<file path="config.mk">
export PLATFORM = sky130hd
export DESIGN_NAME = uart_mem_bridge
export DESIGN_NICKNAME = d
export VERILOG_FILES = /design/src/rtl/uart_bridge_pkg.sv /design/src/rtl/bridge_tx_seq.sv /design/src/rtl/uart_mem_bridge.sv
export SDC_FILE = /design/constraint.sdc
export NUM_CORES = 1
export LEC_CHECK = 0
export BUFFER_PORTS_ARGS = -buffer_cell sky130_fd_sc_hd__buf_2
export CAP_MARGIN = 20
export CELL_PAD_IN_SITES_DETAIL_PLACEMENT = 1
export CELL_PAD_IN_SITES_GLOBAL_PLACEMENT = 1
export CORE_MARGIN = 3
export CORE_UTILIZATION = 25
export DETAILED_ROUTE_END_ITERATION = 10
export GPL_ROUTABILITY_DRIVEN = 0
export PLACE_DENSITY_LB_ADDON = 0.15
export SETUP_SLACK_MARGIN = 0.15
export SYNTH_ARGS = -nofsm -noshare
export SYNTH_HDL_FRONTEND = slang
export SYNTH_SLANG_ARGS = --single-unit
</file>
<file path="constraint.sdc">
create_clock -name clk -period 3.6 [get_ports clk]
set_clock_uncertainty 0.15 [all_clocks]
set_input_delay 0.72 -clock clk [delete_from_list [all_inputs] [get_ports clk]]
set_output_delay 0.72 -clock clk [all_outputs]
set_load 0.02 [all_outputs]
</file>
<file path="src/rtl/uart_bridge_pkg.sv">
// =============================================================================
// Module   : uart_bridge_pkg
// Purpose  : Shared state encoding and constants for the UART memory bridge.
//            Optional echo feature: UART_BRIDGE_ECHO_EN.
// Revision : 1.0 - initial release
// =============================================================================
`default_nettype none

package uart_bridge_pkg;

    typedef enum logic [2:0] {
        IDLE   = 3'd0,
        WR_REQ = 3'd1,
        RD_REQ = 3'd2,
        TX     = 3'd3
`ifdef UART_BRIDGE_ECHO_EN
        ,
        ECHO   = 3'd4
`endif
    } bridge_state_t;

    localparam logic MEM_IMEM = 1'b0;
    localparam logic MEM_DMEM = 1'b1;

`ifdef UART_BRIDGE_ECHO_EN
    localparam logic [7:0] ACK_OK      = 8'hA5;
    localparam logic [7:0] ACK_TIMEOUT = 8'hE1;
`endif

endpackage

`default_nettype wire

</file>
<file path="src/rtl/bridge_tx_seq.sv">
// =============================================================================
// Module   : bridge_tx_seq
// Purpose  : Emits a loaded 32-bit word (4 bytes) or a single byte MSB-first
//            over a valid/ready byte interface; pulses o_done on the last byte.
// Revision : 1.0 - initial release
// =============================================================================
`default_nettype none

module bridge_tx_seq (
    input  logic        clk,
    input  logic        reset,
    input  logic        i_load,
    input  logic        i_four,
    input  logic [31:0] i_word,
    input  logic [7:0]  i_byte,
    input  logic        i_ready,
    output logic        o_valid,
    output logic [7:0]  o_data,
    output logic        o_done
);

    logic [31:0] r_buf;
    logic [1:0]  r_idx;
    logic        r_valid;
    logic        w_hs;

    assign w_hs    = r_valid & i_ready;
    assign o_valid = r_valid;
    assign o_data  = r_buf[{r_idx, 3'b000} +: 8];
    assign o_done  = w_hs & (r_idx == 2'd0);

    // A single byte sits in the low lane so index 0 is always the final byte.
    always_ff @(posedge clk) begin
        if (reset) begin
            r_buf   <= '0;
            r_idx   <= '0;
            r_valid <= 1'b0;
        end else if (i_load) begin
            r_buf   <= i_four ? i_word : {24'h000000, i_byte};
            r_idx   <= i_four ? 2'd3 : 2'd0;
            r_valid <= 1'b1;
        end else if (w_hs) begin
            if (r_idx == 2'd0) begin
                r_valid <= 1'b0;
            end else begin
                r_idx <= r_idx - 2'd1;
            end
        end
    end

endmodule

`default_nettype wire

</file>
<file path="src/rtl/uart_mem_bridge.sv">
// =============================================================================
// Module   : uart_mem_bridge
// Purpose  : Executes decoded UART commands as single-word memory accesses and
//            streams read data back as bytes. Optional: UART_BRIDGE_ECHO_EN.
// Revision : 1.0 - initial release
// =============================================================================
`default_nettype none

module uart_mem_bridge
    import uart_bridge_pkg::*;
#(
    parameter int ADDR_W      = 9,
    parameter int DATA_W      = 32,
    parameter int MEM_TIMEOUT = 15
) (
    input  logic              clk,
    input  logic              reset,
    input  logic              cmd_valid,
    input  logic              cmd_rw,
    input  logic              cmd_mem_type,
    input  logic [ADDR_W-1:0] cmd_addr,
    input  logic [DATA_W-1:0] cmd_data,
    output logic              mem_req,
    output logic              mem_we,
    output logic              mem_sel,
    output logic [ADDR_W-1:0] mem_addr,
    output logic [DATA_W-1:0] mem_wdata,
    input  logic [DATA_W-1:0] mem_rdata,
    input  logic              mem_ack,
    output logic [7:0]        tx_data,
    output logic              tx_valid,
    input  logic              tx_ready,
    output logic              cpu_hold,
    output logic              err_overrun,
    output logic              err_timeout,
    input  logic              err_clr
);

    bridge_state_t     r_state;
    logic              r_mem_req;
    logic              r_mem_we;
    logic              r_mem_sel;
    logic [ADDR_W-1:0] r_mem_addr;
    logic [DATA_W-1:0] r_mem_wdata;
    logic              r_cpu_hold;
    logic              r_err_overrun;
    logic              r_err_timeout;
    logic [7:0]        r_tmo;

    logic              w_in_req;
    logic              w_tmo;
    logic              w_rd_ack;
    logic              w_seq_load;
    logic [7:0]        w_seq_byte;
    logic              w_seq_done;

    assign w_in_req = (r_state == WR_REQ) || (r_state == RD_REQ);
    // An ack on the cycle the counter hits zero still wins over the timeout.
    assign w_tmo    = w_in_req && !mem_ack && (r_tmo == 8'd0);
    assign w_rd_ack = (r_state == RD_REQ) && mem_ack;

`ifdef UART_BRIDGE_ECHO_EN
    assign w_seq_load = w_rd_ack || ((r_state == WR_REQ) && mem_ack) || w_tmo;
    assign w_seq_byte = w_tmo ? ACK_TIMEOUT : ACK_OK;
`else
    assign w_seq_load = w_rd_ack;
    assign w_seq_byte = 8'h00;
`endif

    bridge_tx_seq u_tx_seq (
        .clk     (clk),
        .reset   (reset),
        .i_load  (w_seq_load),
        .i_four  (w_rd_ack),
        .i_word  (mem_rdata),
        .i_byte  (w_seq_byte),
        .i_ready (tx_ready),
        .o_valid (tx_valid),
        .o_data  (tx_data),
        .o_done  (w_seq_done)
    );

    always_ff @(posedge clk) begin
        if (reset) begin
            r_state       <= IDLE;
            r_mem_req     <= 1'b0;
            r_mem_we      <= 1'b0;
            r_mem_sel     <= 1'b0;
            r_mem_addr    <= '0;
            r_mem_wdata   <= '0;
            r_cpu_hold    <= 1'b0;
            r_err_overrun <= 1'b0;
            r_err_timeout <= 1'b0;
            r_tmo         <= 8'd0;
        end else begin
            r_err_overrun <= (cmd_valid && (r_state != IDLE)) || (r_err_overrun && !err_clr);
            r_err_timeout <= w_tmo || (r_err_timeout && !err_clr);

            case (r_state)
                IDLE: begin
                    if (cmd_valid) begin
                        r_mem_sel   <= cmd_mem_type;
                        r_mem_addr  <= cmd_addr;
                        r_mem_wdata <= cmd_data;
                        r_tmo       <= 8'(MEM_TIMEOUT);
                        r_mem_req   <= 1'b1;
                        r_mem_we    <= cmd_rw;
                        r_cpu_hold  <= 1'b1;
                        r_state     <= cmd_rw ? WR_REQ : RD_REQ;
                    end
                end
                WR_REQ, RD_REQ: begin
                    if (mem_ack || w_tmo) begin
                        r_mem_req <= 1'b0;
                        r_mem_we  <= 1'b0;
                        if (w_rd_ack) begin
                            r_state <= TX;
                        end else begin
`ifdef UART_BRIDGE_ECHO_EN
                            r_state    <= ECHO;
`else
                            r_state    <= IDLE;
                            r_cpu_hold <= 1'b0;
`endif
                        end
                    end else begin
                        r_tmo <= r_tmo - 8'd1;
                    end
                end
                TX: begin
                    if (w_seq_done) begin
                        r_state    <= IDLE;
                        r_cpu_hold <= 1'b0;
                    end
                end
`ifdef UART_BRIDGE_ECHO_EN
                ECHO: begin
                    if (w_seq_done) begin
                        r_state    <= IDLE;
                        r_cpu_hold <= 1'b0;
                    end
                end
`endif
                default: begin
                    r_state    <= IDLE;
                    r_mem_req  <= 1'b0;
                    r_mem_we   <= 1'b0;
                    r_cpu_hold <= 1'b0;
                end
            endcase
        end
    end

    assign mem_req     = r_mem_req;
    assign mem_we      = r_mem_we;
    assign mem_sel     = r_mem_sel;
    assign mem_addr    = r_mem_addr;
    assign mem_wdata   = r_mem_wdata;
    assign cpu_hold    = r_cpu_hold;
    assign err_overrun = r_err_overrun;
    assign err_timeout = r_err_timeout;

endmodule

`default_nettype wire

</file>
# Word level (Yosys, flattened, before mapping)
# Cells that the tools add are included.
dict set report totals {
  register_bits 93
  latch_bits 0
  mem_bits_rw 0
  mem_bits_ro 0
  input_bits 81
  elab_cells 79
  mem_count 0
}
dict set report op_classes {
  addsub 2
  multipliers 0
  div_mod_pow 0
  order_cmp 0
  n_eq_ne 9
  shifts 1
  muxes 24
  n_bitwise 3
  n_reduce_logical 27
}
# cell n
set ops {}
lappend ops {{indexed part select 32 x 6 -> 8 bit} 1}
lappend ops {{two-way mux 8 bit} 2}
lappend ops {{case mux 8 bit (2 select lines)} 1}
lappend ops {{two-way mux 2 bit} 5}
lappend ops {{two-way mux 1 bit} 9}
lappend ops {{two-way mux 3 bit} 3}
lappend ops {{case mux 1 bit (3 select lines)} 3}
lappend ops {{case mux 3 bit (3 select lines)} 1}
lappend ops {{AND reduction 3 bit} 3}
lappend ops {{logical NOT 8 bit} 1}
lappend ops {{!= test 2 bit (second input constant)} 4}
lappend ops {{subtractor 8 x 1 -> 8 bit (second input constant)} 1}
lappend ops {{== test 3 x 2 -> 1 bit (second input constant)} 2}
lappend ops {{logical AND 1 bit} 6}
lappend ops {{AND reduction 2 bit} 3}
lappend ops {{nonzero test 2 bit} 3}
lappend ops {{logical OR 1 bit} 4}
lappend ops {{!= test 2 x 1 -> 1 bit (second input constant)} 2}
lappend ops {{AND reduction 4 bit} 1}
lappend ops {{== test 3 x 1 -> 1 bit (second input constant)} 1}
lappend ops {{logical NOT 3 bit} 1}
lappend ops {{nonzero test 3 bit} 1}
lappend ops {{bitwise AND 1 bit} 2}
lappend ops {{logical NOT 1 bit} 2}
lappend ops {{4 further kinds} 4}

# Logic depth before layout (Yosys ltp)
# Gate-level depths: netlist (run 1).
dict set report depth {
  word_depth 7
  mapped_depth 8
}

# Cells and area by module
# From an unflattened synthesis (run 1), not the netlist that was laid out.
dict set report unflattened {
  cells_unflattened 465
  area_unflattened_um2 4075.2
}
# module instances cells_per_inst area_per_inst_um2 seq_area_each_um2
set modules_own_cells {}
lappend modules_own_cells {uart_mem_bridge 1 294 2354.8 1141.1}
lappend modules_own_cells {bridge_tx_seq 1 171 1720.4 700.7}

# Least setup slack after synthesis (run 1)
# No wires, ideal clock.
dict set report synth_timing {
  kind {register to output}
  start {register u_tx_seq.r_idx[0]}
  end {output port tx_data[0]}
  arrival_ns 1.371
  t_required_ns 2.730
  path_slack_ns 1.359
  stages_incl_launch_ff 3
  n_path_buf 1
  path_cell_list {dfxtp_1 -> clkbuf_1 -> mux4_2}
}
dict set report synth_via {
  elab_chain_len 1
}
# element line
set synth_rtl {}
lappend synth_rtl {{start: declaration} bridge_tx_seq.sv:23} ;# logic [1:0] r_idx;
lappend synth_rtl {{start signal: assignment} bridge_tx_seq.sv:40} ;# r_idx <= i_four ? 2'd3 : 2'd0;
lappend synth_rtl {{start signal: assignment} bridge_tx_seq.sv:46} ;# r_idx <= r_idx - 2'd1;
lappend synth_rtl {{indexed part select 32 x 6 -> 8 bit} bridge_tx_seq.sv:29} ;# assign o_data = r_buf[{r_idx, 3'b000} +: 8];
lappend synth_rtl {{end: declaration} uart_mem_bridge.sv:30} ;# output logic [7:0] tx_data,
# No other way between the ends.

# Worst setup path in the final report (run 1)
dict set report layout_timing {
  start {register u_tx_seq.r_idx[0]}
  end {output port tx_data[7]}
}
# The elaborated chain is that of the path after synthesis.

==> results of run 1 <==
-- power by group --
group / internal (mW) / leakage [nW] / switching (mW)
logic: 0.164 / 1.15 / 0.289
clock network: 0.556 / 0.144 / 0.414
registers: 1.09 / 0.751 / 0.0491
-- layout by cell type (no fill, tap or decap), types with 2 or more instances in the layout --
cell type	instances
nand3_1	2
a21oi_1	81
o31ai_1	2
a211oi_1	2
buf_4	6
nand2_1	153
o21ai_0	4
mux4_2	8
inv_1	12
nand4_1	3
o211ai_1	2
nor2b_1	3
dfxtp_1	92
ha_1	6
nor2_1	10
clkinvlp_4	2
nand2b_1	3
buf_2	136
and2_1	2
a31o_2	2
clkbuf_16	9
a311oi_1	5
a31oi_1	5
clkinv_2	2
nor3_1	5
-- stage by stage --
stage,area (sq um),utilization,hold WS [ps],worst slack [ps]
floorplan,3710,-,283,1360
global placement,4530,0.319,289,1170
detailed placement,4530,0.319,293,943
CTS,4830,0.340,303,843
global route,4830,0.340,326,785
finish,4830,0.340,299,887
-- per-layer routing --
layer	GRT usage	routed length (um)
met1	0.160	4980
met2	0.247	5690
met3	0.0517	849
met4	0.0487	173
met5	0	0
-- critical path: cells and delay by family (launching register included) --
kind	cells	cell delay, ps
buffers and inverters	1	180
muxes	1	600
DFF	1	720
-- sequential cells by signal (all words and copies together) (netlist names), 2 cells and up --
name and count:
mem_addr 9, mem_wdata 32, r_state 2, r_tmo 8
u_tx_seq.r_buf 32, u_tx_seq.r_idx 2
-- synthesized netlist by cell type --
master,instances,area share
nand2_1,153,0.15
dfxtp_1,92,0.50
a21oi_1,81,0.11
clkbuf_1,27,0.027
inv_1,12,0.012
nor2_1,10,0.010
mux4_2,8,0.049
ha_1,6,0.020
a311oi_1,5,0.012
a31oi_1,5,0.0084
nor3_1,5,0.0067
o21ai_0,4,0.0054
nand2b_1,3,0.0051
nand4_1,3,0.0051
nor2b_1,3,0.0051
a211oi_1,2,0.0040
a31o_2,2,0.0047
and2_1,2,0.0034
buf_1,2,0.0020
buf_2,2,0.0027
nand3_1,2,0.0027
o211ai_1,2,0.0040
o31ai_1,2,0.0040
a2111oi_0,1,0.0024
a21o_1,1,0.0020
a22oi_1,1,0.0020
a31o_1,1,0.0024
a32o_1,1,0.0027
and3_1,1,0.0017
buf_6,1,0.0030
nand3b_1,1,0.0020
nand4b_1,1,0.0024
nor4_1,1,0.0017
o2111ai_1,1,0.0024
o211a_1,1,0.0027
o21a_1,1,0.0020
o21ai_2,1,0.0024
o221ai_1,1,0.0024
o311a_1,1,0.0027
o41ai_1,1,0.0024
or3b_2,1,0.0024
or4_1,1,0.0020
xnor2_1,1,0.0024
-- logic make-up after synthesis --
kind of cell / count (synthesis)
flip-flops: 92
AO/OA/AOI/OAI: 115
XOR/XNOR: 1
adder cells (fa/ha/maj): 6
AND/OR/NAND/NOR: 187
multiplexers: 8
buffers and inverters: 44
-- area by class of cell --
type / instances / area [sq um]
Inverter: 12 / 45.0
Clock inverter: 6 / 63.8
Clock buffer: 10 / 239
Sequential cell: 92 / 1840
Multi-Input combinational cell: 317 / 1690
Fill cell: 1770 / 9370
Tap cell: 180 / 225
Timing Repair Buffer: 142 / 726
-- worst min path at each step --
stage | startpoint | end | slack, ps | cells after the start
after CTS | mem_wdata[8] | mem_wdata[8] | 300 | 2
after global placement | u_tx_seq.r_buf[6] | u_tx_seq.r_buf[6] | 290 | 2
after global routing | mem_wdata[15] | mem_wdata[15] | 330 | 2
after detailed placement | mem_wdata[8] | mem_wdata[8] | 290 | 2
final | mem_wdata[15] | mem_wdata[15] | 300 | 2
after floorplan | u_tx_seq.r_buf[16] | u_tx_seq.r_buf[16] | 280 | 2
==> summary.txt, run 1 <==
RUN STATUS
------------------------------------------------------------------------------------
Result of the run                                                       finished clean

CLOCK TREE
------------------------------------------------------------------------------------
Gates resized, CTS repair                                                          0
Clock tree from TritonCTS                                                      built
Count of buffers added by post-CTS timing repair for setup                         0
Clock transition at the registers of the reported paths                        60 ps
Clock net sink count                                                              92
Clock latency on the worst-skew pair                                          350 ps
Number of buffers inserted for hold repair after clock tree synthesis              0
Cts bufs inserted                                                                  9
Cell chosen for the clock root                                             clkbuf_16
Count of H-tree levels built during CTS                                            3
Buffer levels on the longest clock path                                            2

ROUTING
------------------------------------------------------------------------------------
Wire length per cell after detailed routing                                  15.4 um
DRT antenna net count                                                              0
Detailed-route via count                                                        3569
1st-iter DRT viols                                                               161
Vias/cell                                                                       4.70
DRC violations left                                                                0
DR pass1 iterations                                                                4
Routed wire length                                                          11700 um

YOSYS
------------------------------------------------------------------------------------
Xor and xnor fraction of the mapped netlist area                             0.00236
Average size of a mapped cell                                             8.19 sq um
Synthesis-stage register bit count                                                92
Main combinational cell family by area after synthesis                  simple AND/OR/NAND/NOR gates
Post-synth net total                                                             540
Cell count after synthesis                                                       453
Compound-gate portion of the synthesized area                                  0.180
Synth warnings                                                                     0
Post-synthesis adder-cell area fraction                                       0.0202
Post-Synth Simple-Gate Area                                                    0.205
Cell area after technology mapping                                      0.00371 sq mm
Number of distinct library cells after synthesis                                  43
Sequential area share after synthesis                                          0.496
Multiplexer share of the synthesized area                                     0.0486

FINAL LAYOUT
------------------------------------------------------------------------------------
Synthesis-to-layout area growth                                                30.3%
Fraction of final layout cells sized beyond drive strength 1                   0.294
Antenna Diode Count                                                                0
Nets                                                                             661
Post-route insts no fill                                                         759

GRT
------------------------------------------------------------------------------------
Initial antenna violation count                                                    0
Via count of the first global-routing pass                                      3702
Overall fraction of global-route tracks in use                                 0.142
Final global-route overflow total                                                  0
Pin count of the biggest net entering global routing                              47
First-pass GRT wire length                                                  18400 um

FLOORPLANNING
------------------------------------------------------------------------------------
Core area                                                               0.0142 sq mm
Horizontal die dimension                                                      128 um
Initial cell density of the core                                               0.261
Die Y                                                                         128 um
Number of ports placed on the die boundary                                       137
Total die area                                                          0.0163 sq mm
Placement row count                                                               43

CRITICAL PATH
------------------------------------------------------------------------------------
Maximum net fanout on the critical path                                            9
Launch point of the worst reg-to-reg path                                 r_state[1]
Biggest cell delay along the critical path                                    720 ps
Worst reg2reg endpoint                                                      r_tmo[7]
Capture point of the worst path                                           tx_data[7]
Cells along the critical path                                           mux4_2, buf_2
Worst reg-to-reg path cell count                                                   6
Arrival time at the worst endpoint                                           1840 ps
Kind of critical path                                                     reg -> out
Endpoint required time on the critical path                                  2730 ps
Worst setup path start                                                  u_tx_seq.r_idx[0]
Crit path launch type                                                      flip-flop
R2R Setup Slk                                                                 960 ps
Slowest-stage cell, CP                                                       dfxtp_1
Endpoint kind of the worst setup timing path                              output pin

HOLD PATH
------------------------------------------------------------------------------------
Class of the most critical hold timing path                               reg -> reg

TIMING
------------------------------------------------------------------------------------
Tightest slew margin relative to the limit                                     0.268
Hold Vio Cnt, Final                                                                0
Final min period                                                             2710 ps
Setup repair after global routing missed its margin                               no
Final clock period utilization by the worst path                               0.754
Final count of pins violating max slew                                             0
Endpoints failing setup                                                            0
Slew of the pin with the lowest slew margin                                  1070 ps
Fmax                                                                         369 MHz
Final sum of negative setup slack                                               0 ps

FLOW RUN
------------------------------------------------------------------------------------
Max-cap violation count                                                            0

POWER AND IR DROP
------------------------------------------------------------------------------------
Leakage power summed over all cells                                          2.05 nW
Design Power                                                                 2.56 mW
Ratio of total power to cell area                                        530 mW/mm^2
Maximum ir drop on the vdd rail                                           0.000175 V

PLACE
------------------------------------------------------------------------------------
IO buf count                                                                     136
Dpl hpwl                                                                     8270 um
Number of placed cells counting well taps                                        743

Note: power is estimated with default switching activity, not from simulation.
==> inputs of run 2 (changes only) <==
- clock period: 3.6 -> 2.53 ns (I/O delays scaled with it)
==> run 2 against run 1 <==
Compared with the run above:
- design area rose by 1.9%
- critical path depth up 1
- worst setup slack lost 630 ps
- combinational power grew 50%
- first-iteration DRC count is 8.1% lower
- clock power is 52% higher
- global-route usage rose by 0.21 points
- critical endpoint is now tx_data[5]
- largest cell class unchanged
- largest power group unchanged
==> summary.txt, run 2 (synthesized netlist as in run 1, its figures left out) <==
ROUTING
---------------------------------------------------------------------------
1st-iter DRT viols                                                      148
Detailed-route via count                                               3590
Routed wire length                                                 11700 um
Wire length per cell after detailed routing                         15.3 um
DRC violations left                                                       0
DR pass1 iterations                                                       4
Vias/cell                                                              4.70
DRT antenna net count                                                     0

FINAL LAYOUT
---------------------------------------------------------------------------
Commonest non-fill, non-tap cells in the layout                153 x nand2_1, 136 x buf_2, 91 x dfxtp_1
Post-route insts no fill                                                764
Fraction of final layout cells sized beyond drive strength 1          0.303
Most common cell after layout, fill and taps aside                  nand2_1
Antenna Diode Count                                                       0
Final instance area                                            0.00492 sq mm
Synthesis-to-layout area growth                                       32.7%
Nets                                                                    666
Share of the core filled with cells                                   0.347

GRT
---------------------------------------------------------------------------
Pin count of the biggest net entering global routing                     46
First-pass GRT wire length                                         18800 um
Via count of the first global-routing pass                             3816
Overall fraction of global-route tracks in use                        0.144
Initial antenna violation count                                           0
Final global-route overflow total                                         0

TIMING
---------------------------------------------------------------------------
Hold Vio Cnt, Final                                                       0
Setup repair after global routing missed its margin                      no
Tightest slew margin relative to the limit                            0.555
Final min period                                                    2270 ps
Final sum of negative setup slack                                      0 ps
Endpoints failing setup                                                   0
Slew of the pin with the lowest slew margin                          661 ps
Fmax                                                                441 MHz
Post-Route Hold Slack                                                245 ps
Final clock period utilization by the worst path                      0.897
Final count of pins violating max slew                                    0
Worst setup margin                                                   260 ps

PLACE
---------------------------------------------------------------------------
Setup slack after placement                                          129 ps
IO buf count                                                            136
Number of placed cells counting well taps                               748
Dpl hpwl                                                            8590 um
Area after DPL                                                 0.00458 sq mm

POWER AND IR DROP
---------------------------------------------------------------------------
Leakage power summed over all cells                                 2.09 nW
Design Power                                                        3.76 mW
Ratio of total power to cell area                               763 mW/mm^2
Maximum ir drop on the vdd rail                                  0.000340 V

CLOCK TREE
---------------------------------------------------------------------------
Buffer levels on the longest clock path                                   2
Cts bufs inserted                                                         9
Clock transition at the registers of the reported paths               70 ps
Count of buffers added by post-CTS timing repair for setup                0
Clock tree from TritonCTS                                             built
Cell chosen for the clock root                                    clkbuf_16
Count of H-tree levels built during CTS                                   3
Clock latency on the worst-skew pair                                 350 ps
Clock net sink count                                                     92

FLOORPLANNING
---------------------------------------------------------------------------
Number of ports placed on the die boundary                              137
Total die area                                                 0.0163 sq mm
Horizontal die dimension                                             128 um
Initial cell density of the core                                      0.261
Core area                                                      0.0142 sq mm
Die Y                                                                128 um
Placement row count                                                      43

CRITICAL PATH
---------------------------------------------------------------------------
Endpoint required time on the critical path                         1870 ps
Arrival time at the worst endpoint                                  1610 ps
Maximum net fanout on the critical path                                   6
Kind of critical path                                            reg -> out
Crit path launch type                                             flip-flop
Endpoint kind of the worst setup timing path                     output pin

HOLD PATH
---------------------------------------------------------------------------
Class of the most critical hold timing path                       in -> reg

FLOW RUN
---------------------------------------------------------------------------
Max-cap violation count                                                   0

RUN STATUS
---------------------------------------------------------------------------
Result of the run                                              finished clean

[run 2: cell types whose count changed in the layout (fill, tap and decap cells not counted), sizes merged]
cell      delta
buf          +5
bufinv       +1
clkbuf       +1
clkinv       -1
clkinvlp     -2
inv          +1
[run 2: routing by layer]
layer  GRT usage  share of wire
met1       0.161           0.41
met2       0.253           0.51
met3      0.0529          0.073
met4      0.0481          0.014
met5           0              0
[run 2: timing repair]
item                                    4_1_cts  5_1_grt
endpoints found under the setup margin        8       11
hold buffers                                  0        0
resized for setup                             2        5
hold endpoints to repair                      0        0
[run 2: cell type report]
class / count / area [sq um]
repair buffers: 147 / 779
multi-input cells: 317 / 1710
clock inverters: 5 / 82.6
well taps: 180 / 225
clock buffers: 11 / 243
fillers: 1728 / 9280
flip-flops and latches: 92 / 1840
inverters: 12 / 45.0
[run 2: final timing paths]
kind                          start                  to  slack [ps]  depth (start not counted)
hold reg to reg         mem_addr[0]         mem_addr[0]         300                          2
setup / recovery  u_tx_seq.r_idx[0]          tx_data[5]         260                          3
setup reg to reg         r_state[1]            r_tmo[4]         310                          7
hold / removal        mem_rdata[21]  u_tx_seq.r_buf[21]         250                          3
[run 2: power breakdown]
| group | switching (mW) | internal, mW |
|---|---|---|
| combinational | 0.426 | 0.252 |
| clock | 0.571 | 0.897 |
| sequential | 0.0641 | 1.55 |
| total | 1.06 | 2.70 |
[run 2: critical path: stages (launching register included)]
cell and delay, ps:
dfxtp_2 400, buf_6 170, mux4_2 510, buf_2 180
==> inputs of run 3 (changes only) <==
- ABC_AREA: not set -> 1
==> run 3 against run 2 <==
Compared with the run above:
- non-clock buffer count is 3 lower
- first-iteration DRC count is 20% lower
- wire length is 1.7% higher
- sequential power is 16% higher
- critical path depth is 1 higher
- fmax is 1.3% higher
- critical path type unchanged
- largest cell class unchanged
==> summary.txt, run 3 <==
FLOORPLANNING
-----------------------------------------------------------------------------------------
Number of ports placed on the die boundary                                            137
Die Y                                                                              129 um
Horizontal die dimension                                                           129 um
Core area                                                                    0.0147 sq mm
Placement row count                                                                    44
Total die area                                                               0.0167 sq mm
Initial cell density of the core                                                    0.258

YOSYS
-----------------------------------------------------------------------------------------
Sequential area share after synthesis                                               0.485
Post-synth EDFFs                                                                        0
Average size of a mapped cell                                                  7.33 sq um
Cell count after synthesis                                                            518
Proportion of register bits with asynchronous set or reset after synthesis              0
Library cell occupying the most area in the post-synthesis netlist                dfxtp_1
Post-synth net total                                                                  605
Synthesis-stage register bit count                                                     92
Top-area cell type share of the netlist area                                        0.485
Cell types occupying the most area after synthesis                           dfxtp_1 48%, nor2_1 17%, o21ai_0 11%, nand2_1 3.4%, nand3_1 2.4%
Leading cell type by number of instances after synthesis                           nor2_1
Predominant post-synthesis flop cell                                              dfxtp_1
Number of distinct library cells after synthesis                                       32
Synth warnings                                                                          0
Cell area after technology mapping                                           0.00380 sq mm
Top post-synthesis cells by count                                            176 x nor2_1, 92 x dfxtp_1, 87 x o21ai_0

TIMING
-----------------------------------------------------------------------------------------
Final sum of negative setup slack                                                    0 ps
Hold Vio Cnt, Final                                                                     0
Fmax                                                                              446 MHz
Setup repair after global routing missed its margin                                    no
Final count of pins violating max slew                                                  0
Worst setup margin                                                                 290 ps
Final clock period utilization by the worst path                                    0.885
Tightest slew margin relative to the limit                                          0.698
Slew of the pin with the lowest slew margin                                        454 ps
Final min period                                                                  2240 ps
Endpoints failing setup                                                                 0

CLOCK TREE
-----------------------------------------------------------------------------------------
Clock tree from TritonCTS                                                           built
Clock latency on the worst-skew pair                                               340 ps
Number of buffers inserted for hold repair after clock tree synthesis                   0
Cts bufs inserted                                                                       9
Buffer levels on the longest clock path                                                 2
Count of H-tree levels built during CTS                                                 3
Cell chosen for the clock root                                                  clkbuf_16
Clock net sink count                                                                   92
Clock transition at the registers of the reported paths                             60 ps

ROUTING
-----------------------------------------------------------------------------------------
Detailed-route via count                                                             3857
DR pass1 iterations                                                                     4
DRT antenna net count                                                                   0
Wire length per cell after detailed routing                                       14.3 um
1st-iter DRT viols                                                                    118
Routed wire length                                                               11900 um
DRC violations left                                                                     0
Vias/cell                                                                            4.64

RUN STATUS
-----------------------------------------------------------------------------------------
Result of the run                                                            finished clean

GRT
-----------------------------------------------------------------------------------------
First-pass GRT wire length                                                       19800 um
Final global-route overflow total                                                       0
Overall fraction of global-route tracks in use                                      0.148
Initial antenna violation count                                                         0
Pin count of the biggest net entering global routing                                   65
Via count of the first global-routing pass                                           4012

CRITICAL PATH
-----------------------------------------------------------------------------------------
Maximum net fanout on the critical path                                                10
Arrival time at the worst endpoint                                                1580 ps
Endpoint required time on the critical path                                       1870 ps
Endpoint kind of the worst setup timing path                                   output pin
Kind of critical path                                                          reg -> out
Crit path launch type                                                           flip-flop

FINAL LAYOUT
-----------------------------------------------------------------------------------------
Fraction of final layout cells sized beyond drive strength 1                        0.265
Commonest non-fill, non-tap cells in the layout                              176 x nor2_1, 136 x buf_2, 92 x dfxtp_1
Number of fillers in the final layout                                                1809
Share of the core filled with cells                                                 0.336
Synthesis-to-layout area growth                                                     29.9%
Nets                                                                                  729
Most common cell after layout, fill and taps aside                                 nor2_1

POWER AND IR DROP
-----------------------------------------------------------------------------------------
Maximum ir drop on the vdd rail                                                0.000344 V
Leakage power summed over all cells                                               2.24 nW
Design Power                                                                      4.72 mW
Ratio of total power to cell area                                             956 mW/mm^2

HOLD PATH
-----------------------------------------------------------------------------------------
Class of the most critical hold timing path                                     in -> reg

FLOW RUN
-----------------------------------------------------------------------------------------
Max-cap violation count                                                                 0

PLACE
-----------------------------------------------------------------------------------------
Setup slack after placement                                                        452 ps
Dpl hpwl                                                                          8560 um
IO buf count                                                                          136

## run 3: cell count changes after synthesis, moves of 5 or more
cell      delta
nand3_1     +16
clkbuf_1    -10
buf_2        +7
o21ai_0     +83
a31oi_1      -5
nand4_1      +5
nand2_1    -119
mux4_2       -8
nor2_1     +166
a21oi_1     -64
o22ai_1      +8
## run 3: per-stage QoR
step	hold slack, ps	area, sq um	cells
floorplan	299	3800	518
finish	259	4940	831
global route	249	4930	830
detailed placement	305	4620	813
global placement	299	4620	813
CTS	248	4910	828
## run 3: metal layers
metal,wire (um),global-route usage,vias up
met5,0,0,-
met4,175,0.0451,0
met1,5180,0.181,1804
li1,-,-,1938
met3,1080,0.0713,16
met2,5490,0.232,99
## run 3: timing repair
action                                  4_1_cts  5_1_grt
endpoints found under the setup margin        0        4
setup buffers                                 0        2
hold endpoints to repair                      0        0
gates resized for setup                       0        1
## run 3: cell families (layout without fill, tap and decap cells)
| group | count (synthesis) | count (layout) | synth area share |
|---|---|---|---|
| compound gates | 120 | 120 | 0.167 |
| fa+ha+maj | 6 | 6 | 0.0198 |
| buf+inv | 49 | 177 | 0.0557 |
| flops | 92 | 92 | 0.485 |
| other cells | 0 | 1 | 0 |
| simple gates | 251 | 251 | 0.273 |
## run 3: final cells by class
| cell class | instances | area, sq um | area share |
|---|---|---|---|
| Clock inverter | 5 | 52.6 | 0.0106 |
| Multi-Input combinational cell | 377 | 1750 | 0.354 |
| Clock buffer | 10 | 239 | 0.0484 |
| Antenna cell | 1 | 2.50 | 0.000507 |
| Inverter | 18 | 71.3 | 0.0144 |
| Tap cell | 184 | 230 | 0.0466 |
| Sequential cell | 92 | 1840 | 0.373 |
| Timing Repair Buffer | 144 | 753 | 0.153 |
## run 3: critical path, stage by stage (launching register included)
cell and delay [ps]:
dfxtp_1 400, inv_1 240, o21ai_0 150, o22ai_1 230
buf_2 220
## run 3: report_power, final
group / switching (mW) / internal (mW) / leakage, nW
registers: 0.174 / 1.69 / 0.756
logic: 0.978 / 0.529 / 1.34
clock network: 0.568 / 0.782 / 0.144
total: 1.72 / 3.00 / 2.24
## run 3: path summary, 6_finish.rpt
path / to / slack [ps] / cells past startpoint / from
setup / recovery: tx_data[5] / 290 / 4 / u_tx_seq.r_idx[1]
hold / removal: mem_wdata[12] / 260 / 3 / cmd_data[12]
setup reg to reg: r_tmo[7] / 470 / 9 / r_state[1]
hold reg to reg: cpu_hold / 310 / 2 / cpu_hold
